`src/rtl/ff_byte_packer_pkg.sv`:
```
// Shared definitions for the byte packer: default frame word widths, FSM
// state encoding and the byte-index width helper.
package ff_byte_packer_pkg;

    localparam int W1_DEF = 64;
    localparam int W2_DEF = 32;
    localparam int W3_DEF = 8;
    localparam int W4_DEF = 80;

    typedef enum logic {
        FILL = 1'b0,
        HOLD = 1'b1
    } state_t;

    // Index width for a frame of tb bytes; never narrower than one bit.
    function automatic int idx_width(input int tb);
        return (tb > 1) ? $clog2(tb) : 1;
    endfunction

endpackage

```
`src/rtl/ff_byte_packer_shift.sv`:
```
// Frame assembly shift register: each accepted byte enters at the MSB end
// and the contents move right by one byte, so byte 0 lands in bits [7:0].
module ff_byte_packer_shift #(
    parameter int TB = 23
) (
    input  logic            clk,
    input  logic            rst,
    input  logic            clr,
    input  logic            shift_en,
    input  logic [7:0]      din,
    output logic [TB*8-1:0] shifted
);

    logic [TB*8-1:0] q;

    generate
        if (TB > 1) begin : g_wide
            assign shifted = {din, q[TB*8-1:8]};
        end else begin : g_single
            assign shifted = din;
        end
    endgenerate

    always_ff @(posedge clk) begin
        if (rst || clr)
            q <= '0;
        else if (shift_en)
            q <= shifted;
    end

endmodule

```
`src/rtl/ff_byte_packer.sv`:
```
// Packs a valid/ready byte stream into one frame of four wide words and
// presents it on a valid/ready output for the wide-register ff stage.
//
// state | meaning
// FILL  | collecting frame bytes, idx = next byte position
// HOLD  | frame presented on d1..d4, waiting for out_ready
module ff_byte_packer
    import ff_byte_packer_pkg::*;
#(
    parameter int W1          = W1_DEF,
    parameter int W2          = W2_DEF,
    parameter int W3          = W3_DEF,
    parameter int W4          = W4_DEF,
    parameter bit STRICT_LAST = 1'b1
) (
    input  logic          clk,
    input  logic          rst,
    input  logic          in_valid,
    output logic          in_ready,
    input  logic [7:0]    in_data,
    input  logic          in_last,
    output logic          out_valid,
    input  logic          out_ready,
    output logic [W1-1:0] d1,
    output logic [W2-1:0] d2,
    output logic [W3-1:0] d3,
    output logic [W4-1:0] d4,
    output logic [15:0]   frame_cnt,
    output logic          err_pulse
);

    localparam int TB = (W1 + W2 + W3 + W4) / 8;
    localparam int FW = TB * 8;
    localparam int IW = idx_width(TB);

    state_t          state_q, state_d;
    logic [IW-1:0]   idx_q, idx_d;
    logic            accept, load, discard, cnt_inc;
    logic [FW-1:0]   shifted, frame_q;
    logic [15:0]     frame_cnt_q;
    logic            err_q;

    // Handshake flags are forced low while reset is being applied.
    assign in_ready  = (state_q == FILL) && !rst;
    assign out_valid = (state_q == HOLD) && !rst;
    assign accept    = in_valid && in_ready;

    always_ff @(posedge clk) begin
        if (rst) begin
            state_q <= FILL;
            idx_q   <= '0;
        end else begin
            state_q <= state_d;
            idx_q   <= idx_d;
        end
    end

    always_comb begin
        state_d = state_q;
        idx_d   = idx_q;
        load    = 1'b0;
        discard = 1'b0;
        cnt_inc = 1'b0;
        case (state_q)
            FILL: begin
                if (accept) begin
                    if (idx_q == IW'(TB - 1)) begin
                        idx_d = '0;
                        if (in_last || !STRICT_LAST) begin
                            load    = 1'b1;
                            state_d = HOLD;
                        end else begin
                            discard = 1'b1;
                        end
                    end else if (in_last) begin
                        idx_d   = '0;
                        discard = 1'b1;
                    end else begin
                        idx_d = idx_q + IW'(1);
                    end
                end
            end
            HOLD: begin
                if (out_ready) begin
                    cnt_inc = 1'b1;
                    state_d = FILL;
                end
            end
            default: state_d = FILL;
        endcase
    end

    ff_byte_packer_shift #(.TB(TB)) u_shift (
        .clk      (clk),
        .rst      (rst),
        .clr      (discard),
        .shift_en (accept),
        .din      (in_data),
        .shifted  (shifted)
    );

    // The output frame is captured only on completion, so partial bytes stay hidden.
    always_ff @(posedge clk) begin
        if (rst) begin
            frame_q     <= '0;
            frame_cnt_q <= '0;
            err_q       <= 1'b0;
        end else begin
            if (load)
                frame_q <= shifted;
            frame_cnt_q <= frame_cnt_q + 16'(cnt_inc);
            err_q       <= discard;
        end
    end

    assign d1        = frame_q[W1-1:0];
    assign d2        = frame_q[W1+W2-1:W1];
    assign d3        = frame_q[W1+W2+W3-1:W1+W2];
    assign d4        = frame_q[FW-1:W1+W2+W3];
    assign frame_cnt = frame_cnt_q;
    assign err_pulse = err_q;

endmodule
```
`config.mk`:
```
export PLATFORM = sky130hd
export DESIGN_NAME = ff_byte_packer
export DESIGN_NICKNAME = d
export VERILOG_FILES = /design/src/rtl/ff_byte_packer_pkg.sv /design/src/rtl/ff_byte_packer_shift.sv /design/src/rtl/ff_byte_packer.sv
export SDC_FILE = /design/constraint.sdc
export NUM_CORES = 1
export LEC_CHECK = 0
export ABC_AREA = 1
export BUFFER_PORTS_ARGS = -buffer_cell sky130_fd_sc_hd__buf_2
export CAP_MARGIN = 0
export CORE_MARGIN = 4
export CORE_UTILIZATION = 45
export CTS_CLUSTER_DIAMETER = 100
export CTS_CLUSTER_SIZE = 25
export DETAILED_ROUTE_END_ITERATION = 8
export GPL_TIMING_DRIVEN = 1
export PLACE_DENSITY = 0.75
export SLEW_MARGIN = 30
export SYNTH_ARGS = -nofsm -noshare
export SYNTH_HDL_FRONTEND = slang
export SYNTH_SLANG_ARGS = --single-unit
export TNS_END_PERCENT = 1
```
`constraint.sdc`:
```
create_clock -name clk -period 3.3 [get_ports clk]
set_clock_uncertainty 0.05 [all_clocks]
set_input_delay 0.66 -clock clk [delete_from_list [all_inputs] [get_ports clk]]
set_output_delay 0.66 -clock clk [all_outputs]
set_load 0.02 [all_outputs]
```
**Yosys cells after proc, flatten, opt, wreduce, memory -nomap -nowiden**

Cells that the tools add are included.

- Logic and storage cells: 30
- Register bits: 391
- Input bits: 13

- Muxes and demuxes: 14
- $add $sub $neg: 2
- Bitwise logic cells: 1
- Reduce and logical (&&, ||, !) cells: 6
- Eq/ne operators: 1

Operator list:

| operator | count |
|---|---|
| $add A16 B1 Y16 | 1 |
| $mux W1 | 11 |
| $mux W5 | 2 |
| $add A5 B1 Y5 const B | 1 |
| $eq A5 B5 Y1 const B | 1 |
| $logic_and A1 B1 Y1 | 3 |
| $pmux W1 S2 | 1 |
| $reduce_and A2 Y1 | 1 |
| $logic_not A1 Y1 | 1 |
| $logic_or A1 B1 Y1 | 1 |
| $not A1 Y1 | 1 |

**Logic depth before layout (Yosys ltp)**

- Depth after elaboration: 6
- Mapped depth: 12
- Mapped depth without buffers: 10

**Cells and area by module**

Synthesis repeated with hierarchy kept, for this count alone.

- Cell total of the unflattened synthesis: 2,110
- Area, all modules: 15,867.7 um2

By module, submodules not included:

| module | sequential area each (um2) | instances | area an instance (um2) | cells each |
|---|---|---|---|---|
| ff_byte_packer | 4,144.0 | 1 | 8,645.8 | 987 |
| ff_byte_packer_shift | 3,523.4 | 1 | 7,221.9 | 1,123 |

**Worst setup path before layout**

Ideal clock, no wire load.

- Path kind: input port to output port
- Start: input rst
- End: output out_valid
- Path slack: 1,266 ps
- Arrival: 1,324 ps
- Stages: 3
- Cells stage by stage: buf_4 > clkbuf_1 > nor2_1

- Cells in the longest elaborated chain, start to end: 2

RTL lines:

| what | RTL line | RTL |
|---|---|---|
| start, declared | ff_byte_packer.sv:17 | `input logic rst,` |
| $logic_not A1 Y1 | ff_byte_packer.sv:45 | `assign out_valid = (state_q == HOLD) && !rst;` |
| $logic_and A1 B1 Y1 | ff_byte_packer.sv:45 |  |
| end, declared | ff_byte_packer.sv:22 | `output logic out_valid,` |

No other way between the ends.

**Worst setup path after layout**

- Start: register idx_q[0]
- End: register frame_q[180]

- Cells in the longest elaborated chain, start to end: 4

RTL lines:

| what | RTL line | RTL |
|---|---|---|
| start, declared | ff_byte_packer.sv:37 | `logic [IW-1:0] idx_q, idx_d;` |
| start signal, assigned | ff_byte_packer.sv:54 | `idx_q <= idx_d;` |
| $eq A5 B5 Y1 | ff_byte_packer.sv:67 | `if (idx_q == IW'(TB - 1)) begin` |
| $mux W1 | ff_byte_packer.sv:67 |  |
| $mux W1 | ff_byte_packer.sv:66 | `if (accept) begin` |
| $mux W1 | ff_byte_packer.sv:64 | `case (state_q)` |
| end signal, assigned | ff_byte_packer.sv:110 | `frame_q <= shifted;` |
| end, declared | ff_byte_packer.sv:39 | `logic [FW-1:0] shifted, frame_q;` |

No other way between the ends.
A chain may end at the register's enable or synchronous reset.

==> impl_metrics.json <==
{
  "first_global_vias": 11700,
  "cts_tree": "yes",
  "die_w_um": 190,
  "synth-seq-area-share_pct": 51.4,
  "yosysWarnings": 0,
  "clockBufferDepth": 3,
  "path_delay_family": "buffers and inverters",
  "syn_nets": 2028,
  "cts_resized": 0,
  "fin_setup_tns_ns": 0,
  "final_cell_mix": "nand2_1 (589), dfxtp_1 (383), inv_1 (278), buf_2 (214), nand3_1 (193)",
  "drt_first_iter_violations": 1013,
  "cts.sinks": 383,
  "numCtsBuffers": 19,
  "grt_pass1_wl_um": 59300,
  "hold_viol_final": 0,
  "reg2regPathDepth": 9,
  "clk_pin_slew_worst_paths_ns": 0.10,
  "synth_top_area_share_pct": 51.4,
  "period_minus_slack_ns": 2.49,
  "slew_violations": 0,
  "remaining_drc_errors": 0,
  "nets": 2135,
  "synth_area_per_cell_um2": 7.43,
  "die_h_um": 190,
  "holdPathStages": 2,
  "p_per_area_mw_per_mm2": 451,
  "root_buffer": "clkbuf_16",
  "vias_per_cell": 4.93,
  "gp_congestion": 0.823,
  "hold_path_end": "state_q",
  "maxCapViolations": 0,
  "cp_common_cell": "inv_1",
  "criticalPathCategory": "reg2reg",
  "setup_viol": 0,
  "startpoint_type": "flip-flop",
  "ant_nets": 0,
  "path_buf_inv": 3,
  "yosys.area.top_type": "dfxtp_1",
  "cp_slowest_stage_delay_ns": 0.72,
  "grt_setup_unrepaired": "no",
  "grt_overflow": 0,
  "ctsHoldBuffers": 0,
  "num_rows": 66,
  "synthCells": 2009,
  "hp-class": "in2reg",
  "dr.pass1.iters": 6,
  "die_area_mm2": 0.0361,
  "syn_to_final_growth_pct": 10.1,
  "synth_cell_types": 30,
  "leakage_nw": 7.52,
  "worst_pin_slew_ns": 0.921,
  "hp-start": "out_ready",
  "cp.arrival_ns": 2.87,
  "grt_start_max_net_pins": 191,
  "crit_required_ns": 3.68,
  "synth_area_leaders": "dfxtp_1 (51%), nand2_1 (15%), inv_1 (7.0%), nand3_1 (6.5%), a21oi_1 (6.4%)",
  "synth_area_mm2": 0.0149,
  "vias": 12600,
  "track_usage_pct": 19.2,
  "ctsHtreeMaxLevel": 1,
  "crit_path_top_delay_cell": "buf_4",
  "slew_headroom_pct": 38.6,
  "postCtsSetupBuffers": 0,
  "outcome": "finished clean",
  "peakVddDrop_uv": 276,
  "layout-drive-gt1-share_pct": 12.2,
  "antenna_found_initial": 2,
  "dpl.cell_count": 2537,
  "post-route-period-util_pct": 75.3,
  "critPathCaptureType": "flip-flop",
  "hpwl_um": 23000,
  "final_cells": 2560,
  "io_pins": 216,
  "core_mm2": 0.0326,
  "utilization_pct": 50.4,
  "r2r-start": "idx_q[0]",
  "wl_per_cell_um": 14.0,
  "path_cells": "inv_1 > ha_1 > nand4_1 > inv_1 > ha_4 > nand2_8 > buf_4 > nand2_1 > a21oi_1",
  "regToRegEndpoint": "frame_q[180]",
  "cp_max_fo": 87,
  "ys_ff_latch": 383,
  "fmax_mhz": 402,
  "portBuffers": 215,
  "wirelength_um": 35700,
  "start_util_pct": 45.7,
  "r2r_slack_ns": 0.81,
  "clock_latency_ns": 0.54,
  "mostFrequentLayoutCell": "nand2_1"
}
-- worst max-delay path by stage --
stage / startpoint / cells after the start / slack, ns / endpoint
floorplan: rst / 3 / 1.27 / out_valid
global placement: rst / 8 / 0.68 / frame_q[38]
detailed placement: rst / 8 / 0.61 / frame_q[101]
CTS: idx_q[0] / 9 / 0.68 / frame_q[109]
global route: idx_q[0] / 9 / 0.58 / frame_q[156]
finish: idx_q[0] / 9 / 0.81 / frame_q[180]
-- worst register-to-register path: cells and delay by family, from the launching register on --
family,cells,cell delay (ns)
AO/OA/AOI/OAI,1,0.15
buffers and inverters,3,0.88
adder cells (fa/ha/maj),2,0.52
flip-flops,1,0.38
AND/OR/NAND/NOR,3,0.38
-- kinds of logic (layout without fill, tap and decap cells) --
logic type,count (synthesis),in the layout,synth area share (%)
fa+ha+maj,6,6,0.503
compound gates,367,367,12.4
simple gates,830,830,22.9
xor+xnor,3,3,0.176
buf+inv,420,528,12.6
other cells,0,1,0
flops,383,383,51.4
-- cell usage after synthesis, drive strengths merged --
library cell and count:
nand2 591, dfxtp 383, inv 279, nand3 193, a21oi 192, o21ai 169, buf 83, clkbuf 58
nor2 37, ha 6, nand4 5, o21a 2, o21bai 2, xor2 2, a31o 1, nand3b 1
nor3 1, nor3b 1, o31ai 1, or2 1, xnor2 1
-- power by group --
group          total [W]  internal (W)  switching [W]
logic           0.000241     0.0000395       0.000202
registers        0.00463       0.00463     0.00000506
clock network    0.00253       0.00106        0.00148
total            0.00741       0.00572        0.00168
-- cell type report --
type	count	area, um^2
sequential	383	7670
fill	3209	16200
timing repair buffer	227	1240
multi-input combinational	1206	5410
tap	442	553
clock buffer	19	475
inverter	279	1060
antenna	1	2.50
clock inverter	3	30.0
-- registers in the layout, summed over array words and instances, names as in the netlist --
| signal | count |
|---|---|
| idx_q | 5 |
| state_q | 1 |
| frame_cnt | 16 |
| frame_q | 184 |
| u_shift.q | 176 |
| err_pulse | 1 |
-- layer usage --
metal	up-vias	global-route usage [%]	part of all wire, %
met5	-	0	0.020
met3	42	3.30	6.4
met4	2	4.12	1.7
li1	6452	-	-
met2	345	31.3	46
met1	5778	27.0	46
-- stage by stage --
step                hold WS, ns  power (W)  area (um^2)  setup WS, ns
detailed placement        0.400    0.00498        15900         0.611
global placement          0.395    0.00498        15900         0.681
global route              0.240    0.00768        16400         0.584
CTS                       0.228    0.00750        16400         0.683
floorplan                 0.411    0.00495        14900          1.27
finish                    0.258    0.00741        16400         0.814
No activity file was read; power rests on OpenSTA's default activity.
